==> config.mk <==
export PLATFORM = sky130hd
export DESIGN_NAME = mem_port_arbiter
export DESIGN_NICKNAME = d
export VERILOG_FILES = /design/src/rtl/mem_port_arbiter_pkg.sv /design/src/rtl/mem_port_arbiter_rd_tag_pipe.sv /design/src/rtl/mem_port_arbiter.sv
export SDC_FILE = /design/constraint.sdc
export NUM_CORES = 1
export LEC_CHECK = 0
export BUFFER_PORTS_ARGS = -buffer_cell sky130_fd_sc_hd__buf_2
export CAP_MARGIN = 20
export CELL_PAD_IN_SITES_DETAIL_PLACEMENT = 1
export CELL_PAD_IN_SITES_GLOBAL_PLACEMENT = 1
export CORE_MARGIN = 4
export CORE_UTILIZATION = 28
export DETAILED_ROUTE_END_ITERATION = 10
export GPL_ROUTABILITY_DRIVEN = 0
export MAX_ROUTING_LAYER = met4
export PLACE_DENSITY_LB_ADDON = 0.3
export SLEW_MARGIN = 5
export SYNTH_ARGS = -nofsm -noshare
export SYNTH_HDL_FRONTEND = slang
export SYNTH_SLANG_ARGS = --single-unit
==> constraint.sdc <==
create_clock -name clk -period 3.2 [get_ports clk]
set_clock_uncertainty 0.1 [all_clocks]
set_input_delay 0.64 -clock clk [delete_from_list [all_inputs] [get_ports clk]]
set_output_delay 0.64 -clock clk [all_outputs]
set_load 0.05 [all_outputs]
==> src/rtl/mem_port_arbiter_pkg.sv <==
// mem_port_arbiter_pkg: port identifiers and read tag type shared by the arbiter and its tag pipe
package mem_port_arbiter_pkg;
  localparam logic PORT_CPU = 1'b0;
  localparam logic PORT_IO = 1'b1;
  typedef struct packed {
    logic valid;
    logic port;
  } tag_t;
endpackage

==> src/rtl/mem_port_arbiter_rd_tag_pipe.sv <==
// rd_tag_pipe: RD_LAT-deep shift register carrying read tags alongside the RAM read latency
module rd_tag_pipe
  import mem_port_arbiter_pkg::*;
#(
  parameter int RD_LAT = 1
) (
  input  logic clk,
  input  logic rst,
  input  tag_t d,
  output tag_t q
);
  tag_t pipe [RD_LAT];
  always_ff @(posedge clk) begin
    if (rst) begin
      for (int i = 0; i < RD_LAT; i++) pipe[i] <= '0;
    end else begin
      pipe[0] <= d;
      for (int i = 1; i < RD_LAT; i++) pipe[i] <= pipe[i-1];
    end
  end
  assign q = pipe[RD_LAT-1];
endmodule

==> src/rtl/mem_port_arbiter.sv <==
// mem_port_arbiter: shares one RAM port between the CPU and an io requester with starvation limit
module mem_port_arbiter
  import mem_port_arbiter_pkg::*;
#(
  parameter int WIDTH = 16,
  parameter int MAX_WAIT = 4,
  parameter int RD_LAT = 1
) (
  input  logic             clk,
  input  logic             reset,
  input  logic             cpu_req,
  input  logic             cpu_we,
  input  logic [WIDTH-1:0] cpu_addr,
  input  logic [WIDTH-1:0] cpu_wdata,
  output logic             cpu_stall,
  output logic [WIDTH-1:0] cpu_rdata,
  output logic             cpu_rvalid,
  input  logic             io_req,
  input  logic             io_we,
  input  logic [WIDTH-1:0] io_addr,
  input  logic [WIDTH-1:0] io_wdata,
  output logic             io_gnt,
  output logic [WIDTH-1:0] io_rdata,
  output logic             io_rvalid,
  output logic [WIDTH-1:0] mem_addr,
  output logic             mem_we,
  output logic [WIDTH-1:0] mem_wdata,
  input  logic [WIDTH-1:0] mem_rdata
);
  localparam int CW = $clog2(MAX_WAIT + 1);
  localparam logic [CW-1:0] SAT = CW'(MAX_WAIT);
  logic          cpu_gnt;
  logic [CW-1:0] starve_cnt;
  tag_t          tag_in;
  tag_t          tag_out;
  always_comb begin
    io_gnt = io_req && (!cpu_req || starve_cnt == SAT);
    cpu_gnt = cpu_req && !io_gnt;
    cpu_stall = cpu_req && !cpu_gnt;
    mem_addr = io_gnt ? io_addr : cpu_gnt ? cpu_addr : '0;
    mem_wdata = io_gnt ? io_wdata : cpu_gnt ? cpu_wdata : '0;
    mem_we = !reset && (io_gnt ? io_we : cpu_gnt && cpu_we);
    tag_in.valid = (io_gnt && !io_we) || (cpu_gnt && !cpu_we);
    tag_in.port = io_gnt ? PORT_IO : PORT_CPU;
  end
  rd_tag_pipe #(.RD_LAT(RD_LAT)) u_tags (
    .clk(clk),
    .rst(reset),
    .d  (tag_in),
    .q  (tag_out)
  );
  // data is captured in the same cycle the tag leaves the pipe, so rvalid and rdata line up
  always_ff @(posedge clk) begin
    if (reset) begin
      starve_cnt <= '0;
      cpu_rvalid <= 1'b0;
      io_rvalid <= 1'b0;
      cpu_rdata <= '0;
      io_rdata <= '0;
    end else begin
      starve_cnt <= (io_gnt || !io_req) ? '0 : starve_cnt + CW'(starve_cnt != SAT);
      cpu_rvalid <= tag_out.valid && tag_out.port == PORT_CPU;
      io_rvalid <= tag_out.valid && tag_out.port == PORT_IO;
      if (tag_out.valid && tag_out.port == PORT_CPU) cpu_rdata <= mem_rdata;
      if (tag_out.valid && tag_out.port == PORT_IO) io_rdata <= mem_rdata;
    end
  end
endmodule
=== Yosys cells after proc, flatten, opt, wreduce, memory -nomap -nowiden ===
Memories as Yosys holds them, arrays and structs flattened.
Cells that the tools add are included.

* Memory bits (writable): 2
* Register bits: 37
* Memories: 1
* Input port bits: 86

{| class="wikitable"
|+ Memory list
! memory !! depth !! bits a word !! rd ports !! clocked after Yosys merged registers in !! write ports !! line !! RTL
|-
| u_tags.pipe || 1 || 2 || 1 || 0 || 1 || mem_port_arbiter_rd_tag_pipe.sv:12 || <nowiki>tag_t pipe [RD_LAT];</nowiki>
|}

* $add $sub $neg: 1
* Mux-type cells: 11
* Eq/ne operators: 2
* Reductions and logical operators: 21
* Bitwise operators: 1

{| class="wikitable"
|+ Operator list
! operator !! count
|-
| 16-bit two-way mux || 4
|-
| 1-bit logical AND || 9
|-
| 1-bit zero test || 7
|-
| 1-bit two-way mux || 6
|-
| 2-bit OR reduction || 2
|-
| 3-bit by 1-bit adder with 3-bit output || 1
|-
| 3-bit equality test, second input constant || 1
|-
| 1-bit logical OR || 3
|-
| 3-bit != test, second input constant || 1
|-
| 2-bit two-way mux || 1
|-
| 1-bit inverter || 1
|}

=== Longest topological paths before layout ===
* Depth after elaboration: 8
* Depth in mapped cells: 8
* Mapped depth without buffers: 5

=== Hierarchy ===
Synthesis repeated with hierarchy kept, for this count alone.

* Cells, all modules: 215
* Area total of the unflattened synthesis: 1773.0 um^2

{| class="wikitable"
|+ By module, submodules not included
! module !! area an instance (um^2) !! cells an instance !! instances
|-
| mem_port_arbiter || 1720.4 || 211 || 1
|-
| rd_tag_pipe || 52.6 || 4 || 1
|}

=== Worst setup path before layout ===
OpenSTA, ideal clock, no wires.

* Path kind: input to output
* From: input port cpu_req
* To: output port mem_addr[15]
* Stages on the path: 6
* Data arrival time: 2091 ps
* Setup slack: 369 ps
* Buffers on the path: 3
* Path through: buf_4 -> a21bo_1 -> buf_6 -> and2_1 -> buf_6 -> o21ai_1

* Longest elaborated chain between the ends: 7

{| class="wikitable"
|+ Ends and longest elaborated chain
! what !! line !! RTL
|-
| start, declared || mem_port_arbiter.sv:11 || <nowiki>input logic cpu_req,</nowiki>
|-
| 1-bit zero test || mem_port_arbiter.sv:37 || <nowiki>io_gnt = io_req && (!cpu_req || starve_cnt == SAT);</nowiki>
|-
| 1-bit logical OR || mem_port_arbiter.sv:37 ||
|-
| 1-bit logical AND || mem_port_arbiter.sv:37 ||
|-
| 1-bit zero test || mem_port_arbiter.sv:38 || <nowiki>cpu_gnt = cpu_req && !io_gnt;</nowiki>
|-
| 1-bit logical AND || mem_port_arbiter.sv:38 ||
|-
| 16-bit two-way mux || mem_port_arbiter.sv:40 || <nowiki>mem_addr = io_gnt ? io_addr : cpu_gnt ? cpu_addr : '0;</nowiki>
|-
| 16-bit two-way mux (*) || mem_port_arbiter.sv:40 ||
|-
| end, declared || mem_port_arbiter.sv:25 || <nowiki>output logic [WIDTH-1:0] mem_addr,</nowiki>
|}

Mark *: on every way between the ends. The rest lies on a longest branch, timed or not.

=== Worst setup path in the final report ===
* From: register starve_cnt[0]
* To: output port mem_wdata[10]

* Longest elaborated chain between the ends: 7

{| class="wikitable"
|+ Ends and longest elaborated chain
! what !! line !! RTL
|-
| start, declared || mem_port_arbiter.sv:33 || <nowiki>logic [CW-1:0] starve_cnt;</nowiki>
|-
| start signal, assigned || mem_port_arbiter.sv:61 || <nowiki>starve_cnt <= (io_gnt || !io_req) ? '0 : starve_cnt + CW'(starve_cnt != SAT);</nowiki>
|-
| 3-bit equality test (*) || mem_port_arbiter.sv:37 ||
|-
| 1-bit logical OR (*) || mem_port_arbiter.sv:37 ||
|-
| 1-bit logical AND (*) || mem_port_arbiter.sv:37 ||
|-
| 1-bit zero test || mem_port_arbiter.sv:38 ||
|-
| 1-bit logical AND || mem_port_arbiter.sv:38 ||
|-
| 16-bit two-way mux || mem_port_arbiter.sv:41 || <nowiki>mem_wdata = io_gnt ? io_wdata : cpu_gnt ? cpu_wdata : '0;</nowiki>
|-
| 16-bit two-way mux (*) || mem_port_arbiter.sv:41 ||
|-
| end, declared || mem_port_arbiter.sv:27 || <nowiki>output logic [WIDTH-1:0] mem_wdata,</nowiki>
|}

Marked as above.

==> flow_summary.html <==
<table>
<tr><th>Metric</th><th>Value</th></tr>
<tr><th colspan="2">Clock tree</th></tr>
<tr><td>Post-cts repair resize count</td><td>0</td></tr>
<tr><td>Post CTS Setup Buffer Count</td><td>0</td></tr>
<tr><td>Clock tree sinks</td><td>39</td></tr>
<tr><td>Number of CTS-inserted buffers</td><td>5</td></tr>
<tr><td>Count of hold-fix buffers inserted at cts</td><td>0</td></tr>
<tr><td>Number of H-tree levels</td><td>2</td></tr>
<tr><td>Clock tree from TritonCTS</td><td>built</td></tr>
<tr><td>Maximum clock path buffer count</td><td>2</td></tr>
<tr><td>Clock edge transition at the registers on the reported setup and hold paths</td><td>~0.080 ns</td></tr>
<tr><td>Clock latency on the worst-skew pair</td><td>~0.29 ns</td></tr>
<tr><td>Root buffer cell</td><td>sky130_fd_sc_hd__clkbuf_8</td></tr>
<tr><th colspan="2">Routing</th></tr>
<tr><td>ANT nets after route</td><td>0</td></tr>
<tr><td>Via count normalized by instance count</td><td>around 4.7</td></tr>
<tr><td>DRC violations left</td><td>0</td></tr>
<tr><td>First DRT Iteration DRCs</td><td>83</td></tr>
<tr><td>Routed len/inst</td><td>roughly 14 µm</td></tr>
<tr><td>TritonRoute pass-1 iters</td><td>4</td></tr>
<tr><td>Vias after detailed routing</td><td>~2500</td></tr>
<tr><td>WL final</td><td>7.56 mm</td></tr>
<tr><th colspan="2">Timing</th></tr>
<tr><td>Final sum of negative setup slack</td><td>0 ns</td></tr>
<tr><td>Slew @ Worst Pin</td><td>~0.68 ns</td></tr>
<tr><td>Final critical-path setup slack</td><td>0.471 ns</td></tr>
<tr><td>Unrepaired setup endpoints after global routing</td><td>false</td></tr>
<tr><td>Part of the cycle the worst path needs</td><td>0.853</td></tr>
<tr><td>Final min period</td><td>between 2 and 3 ns</td></tr>
<tr><td>Total of endpoints with negative setup slack in the final report</td><td>0</td></tr>
<tr><td>Relative slew slack</td><td>0.547</td></tr>
<tr><td>Max Slew Vio Count</td><td>0</td></tr>
<tr><td>Maximum clock frequency</td><td>between 300 and 400 MHz</td></tr>
<tr><td>Number of hold violations in the final report</td><td>0</td></tr>
<tr><th colspan="2">Yosys</th></tr>
<tr><td>Simple logic cell fraction of the synthesized area</td><td>0.305</td></tr>
<tr><td>Sequential area share after synthesis</td><td>0.380</td></tr>
<tr><td>Netlist Area Pre-Place</td><td>roughly 2000 µm²</td></tr>
<tr><td>Main combinational cell family by area after synthesis</td><td>simple AND/OR/NAND/NOR gates</td></tr>
<tr><td>Number of warning messages in the yosys log</td><td>0</td></tr>
<tr><td>Adder-cell share of the synthesized area</td><td>0.0122</td></tr>
<tr><td>Post-synthesis share of cell area spent on xor and xnor gates</td><td>0</td></tr>
<tr><td>Synth Instances</td><td>between 200 and 300</td></tr>
<tr><td>Count of distinct cell types in the synthesized netlist</td><td>22</td></tr>
<tr><td>Compound-cell area share of the yosys netlist</td><td>0.223</td></tr>
<tr><td>Multiplexer share of the synthesized area</td><td>0.00488</td></tr>
<tr><td>Post-synth net total</td><td>around 370</td></tr>
<tr><td>FF+latch count, synth</td><td>39</td></tr>
<tr><td>Avg Inst Size Synth</td><td>approximately 7 µm²</td></tr>
<tr><th colspan="2">Final layout</th></tr>
<tr><td>Layout area overhead</td><td>43.4%</td></tr>
<tr><td>Flip-flop and latch area</td><td>around 780 µm²</td></tr>
<tr><td>Fraction of final layout cells with drive strength greater than 1</td><td>0.464</td></tr>
<tr><td>Area of the multi-input gates</td><td>between 1000 and 1500 µm²</td></tr>
<tr><td>Count of inserted antenna diode cells</td><td>0</td></tr>
<tr><td>Filler Cell Count</td><td>940</td></tr>
<tr><td>Nets</td><td>~520</td></tr>
<tr><th colspan="2">Pwr</th></tr>
<tr><td>Fraction of power consumed by sequential logic</td><td>0.417</td></tr>
<tr><td>Clock network power share</td><td>0.267</td></tr>
<tr><td>Power Density</td><td>411 nW/µm²</td></tr>
<tr><td>Leakage power summed over all cells</td><td>approximately 1.4 nW</td></tr>
<tr><td>Internal power</td><td>between 700 and 800 µW</td></tr>
<tr><td>Net switching fraction of the power</td><td>0.373</td></tr>
<tr><td>VDD IR-drop max</td><td>0.152 mV</td></tr>
<tr><td>Part of the power in combinational logic</td><td>0.316</td></tr>
<tr><td>Switch Pwr</td><td>between 400 and 500 µW</td></tr>
<tr><td>Total power draw</td><td>1.21 mW</td></tr>
<tr><th colspan="2">Global routing</th></tr>
<tr><td>Antenna violations before repair</td><td>0</td></tr>
<tr><td>Residual overflow from global routing</td><td>0</td></tr>
<tr><td>Global-route wire length before repair</td><td>12.2 mm</td></tr>
<tr><td>Total global-route track usage</td><td>0.179</td></tr>
<tr><td>Via count of the first global-routing pass</td><td>~2500</td></tr>
<tr><td>Maximum number of pins on one net before global-route repair</td><td>38</td></tr>
<tr><th colspan="2">Place</th></tr>
<tr><td>Pre-CTS setup slack</td><td>0.617 ns</td></tr>
<tr><td>Total half-perimeter wirelength after legalization and detailed placement</td><td>roughly 6.0 mm</td></tr>
<tr><td>Number of buffer cells added on primary ports</td><td>roughly 150</td></tr>
<tr><th colspan="2">Die</th></tr>
<tr><td>Die height</td><td>93.6 µm</td></tr>
<tr><td>Initial cell density of the core</td><td>0.296</td></tr>
<tr><td>Io pins</td><td>roughly 160</td></tr>
<tr><td>Chip Width</td><td>93.6 µm</td></tr>
<tr><td>Core box area</td><td>6940 µm²</td></tr>
<tr><td>Row Count</td><td>30</td></tr>
<tr><td>Area of the die</td><td>roughly 9000 µm²</td></tr>
<tr><th colspan="2">Min path</th></tr>
<tr><td>Worst min-delay path endpoint</td><td>io_rdata[4]</td></tr>
<tr><td>Worst min-delay path class</td><td>reg -&gt; reg</td></tr>
<tr><td>Hold path startpoint</td><td>io_rdata[4]</td></tr>
<tr><td>Hold path cells</td><td>2</td></tr>
<tr><th colspan="2">Status</th></tr>
<tr><td>Status</td><td>finished, final reports clean</td></tr>
<tr><th colspan="2">Setup path</th></tr>
<tr><td>Critical path required time</td><td>between 2 and 2.5 ns</td></tr>
<tr><td>CP Data Arrival Time</td><td>1.99 ns</td></tr>
<tr><td>Worst R2R End</td><td>u_tags.pipe[0][0]</td></tr>
<tr><td>Critical path launch point type</td><td>register</td></tr>
<tr><td>Startpoint of the most critical register-to-register path</td><td>starve_cnt[0]</td></tr>
<tr><td>Critical path endpoint category</td><td>output pin</td></tr>
<tr><td>Register-to-Register Setup Slack</td><td>~1.6 ns</td></tr>
<tr><td>Path depth of the worst reg2reg path</td><td>6</td></tr>
<tr><td>CP Max Fanout</td><td>19</td></tr>
<tr><td>Kind of critical path</td><td>reg -&gt; out</td></tr>
<tr><th colspan="2">Run</th></tr>
<tr><td>Max cap viols</td><td>0</td></tr>
</table>
## sequential cells by signal (all words and copies together), names as in the netlist
name and flops:
io_rdata 16, cpu_rvalid 1, starve_cnt 3, io_rvalid 1
u_tags.pipe 2, cpu_rdata 16
## final cells by class
type | instances | area share
Timing Repair Buffer | 162 | 0.282
Sequential cell | 39 | 0.265
Inverter | 2 | 0.00255
Multi-Input combinational cell | 218 | 0.381
Clock buffer | 6 | 0.0246
Tap cell | 96 | 0.0408
Clock inverter | 2 | 0.00425
## synthesized netlist by cell type
library cell | count | share of area
sky130_fd_sc_hd__a21bo_1 | 1 | 0.0049
sky130_fd_sc_hd__a21oi_1 | 34 | 0.083
sky130_fd_sc_hd__a32oi_1 | 1 | 0.0043
sky130_fd_sc_hd__and2_1 | 5 | 0.015
sky130_fd_sc_hd__and3_1 | 1 | 0.0030
sky130_fd_sc_hd__buf_1 | 1 | 0.0018
sky130_fd_sc_hd__buf_2 | 2 | 0.0049
sky130_fd_sc_hd__buf_4 | 1 | 0.0037
sky130_fd_sc_hd__buf_6 | 5 | 0.027
sky130_fd_sc_hd__clkbuf_1 | 18 | 0.033
sky130_fd_sc_hd__dfxtp_1 | 39 | 0.38
sky130_fd_sc_hd__ha_1 | 2 | 0.012
sky130_fd_sc_hd__inv_1 | 2 | 0.0037
sky130_fd_sc_hd__mux2i_1 | 1 | 0.0049
sky130_fd_sc_hd__nand2_1 | 97 | 0.18
sky130_fd_sc_hd__nand2b_1 | 1 | 0.0030
sky130_fd_sc_hd__nand3_1 | 33 | 0.080
sky130_fd_sc_hd__nand3b_1 | 3 | 0.011
sky130_fd_sc_hd__nor2_1 | 5 | 0.0091
sky130_fd_sc_hd__nor2b_1 | 2 | 0.0061
sky130_fd_sc_hd__o21ai_1 | 3 | 0.0073
sky130_fd_sc_hd__o21ai_2 | 29 | 0.12
## stage by stage
step,utilization,instances,hold WS (ns),instance area (µm²)
floorplan,-,286,0.379,2050
global placement,0.412,517,0.339,2860
detailed placement,0.412,517,0.346,2860
CTS,0.424,525,0.356,2950
global route,0.424,525,0.378,2950
finish,0.424,525,0.355,2950
## cell usage in the layout (no fill, tap or decap), types with 2 or more instances in the layout
cell,netlist,layout
sky130_fd_sc_hd__ha_1,2,2
sky130_fd_sc_hd__nand2_1,97,97
sky130_fd_sc_hd__nor2b_1,2,2
sky130_fd_sc_hd__o21ai_2,29,29
sky130_fd_sc_hd__nand3b_1,3,3
sky130_fd_sc_hd__dfxtp_1,39,39
sky130_fd_sc_hd__a21oi_1,34,34
sky130_fd_sc_hd__o21ai_1,3,3
sky130_fd_sc_hd__nor2_1,5,5
sky130_fd_sc_hd__and2_1,5,4
sky130_fd_sc_hd__nand3_1,33,33
sky130_fd_sc_hd__buf_4,1,8
sky130_fd_sc_hd__clkbuf_8,0,5
sky130_fd_sc_hd__inv_1,2,2
sky130_fd_sc_hd__buf_2,2,154
## critical path: stages (launching register included)
cell and delay (ns):
sky130_fd_sc_hd__dfxtp_1 0.34, sky130_fd_sc_hd__inv_1 0.05, sky130_fd_sc_hd__ha_1 0.24, sky130_fd_sc_hd__a21bo_1 0.19, sky130_fd_sc_hd__and2_2 0.20, sky130_fd_sc_hd__buf_4 0.22
sky130_fd_sc_hd__o21ai_1 0.17, sky130_fd_sc_hd__buf_2 0.28
## cells by family (layout without fill, tap and decap cells)
logic type      count (synthesis)  after routing
buf+inv                        29            172
compound gates                 68             68
simple gates                  147            147
flops                          39             39
fa+ha+maj                       2              2
mux                             1              1
## power groups by stage
stage          Combinational (mW)  Sequential, mW  Clock, mW
6_report                    0.382           0.505      0.323
5_1_grt                     0.410           0.507      0.360
4_1_cts                     0.387           0.505      0.336
3_5_place_dp                0.386           0.516          0
3_3_place_gp                0.380           0.516          0
2_1_floorplan               0.230           0.555          0
## how the worst max path moves through the flow
stage | startpoint | to | slack (ns)
after global routing | starve_cnt[0] | mem_wdata[10] | 0.32
final | starve_cnt[0] | mem_wdata[10] | 0.47
after detailed placement | io_req | mem_wdata[10] | 0.62
after global placement | io_req | mem_addr[15] | 0.69
after CTS | starve_cnt[0] | mem_wdata[10] | 0.44
after floorplan | cpu_req | mem_addr[15] | 0.37
## per-layer routing
layer | vias to the layer above | share of wire | global-route usage
li1 | 1228 | - | -
met1 | 1112 | 0.40 | 0.207
met2 | 101 | 0.52 | 0.320
met3 | 10 | 0.065 | 0.0306
met4 | 0 | 0.016 | 0.0505
met5 | - | 0 | -
(Power assumes the default switching activity.)
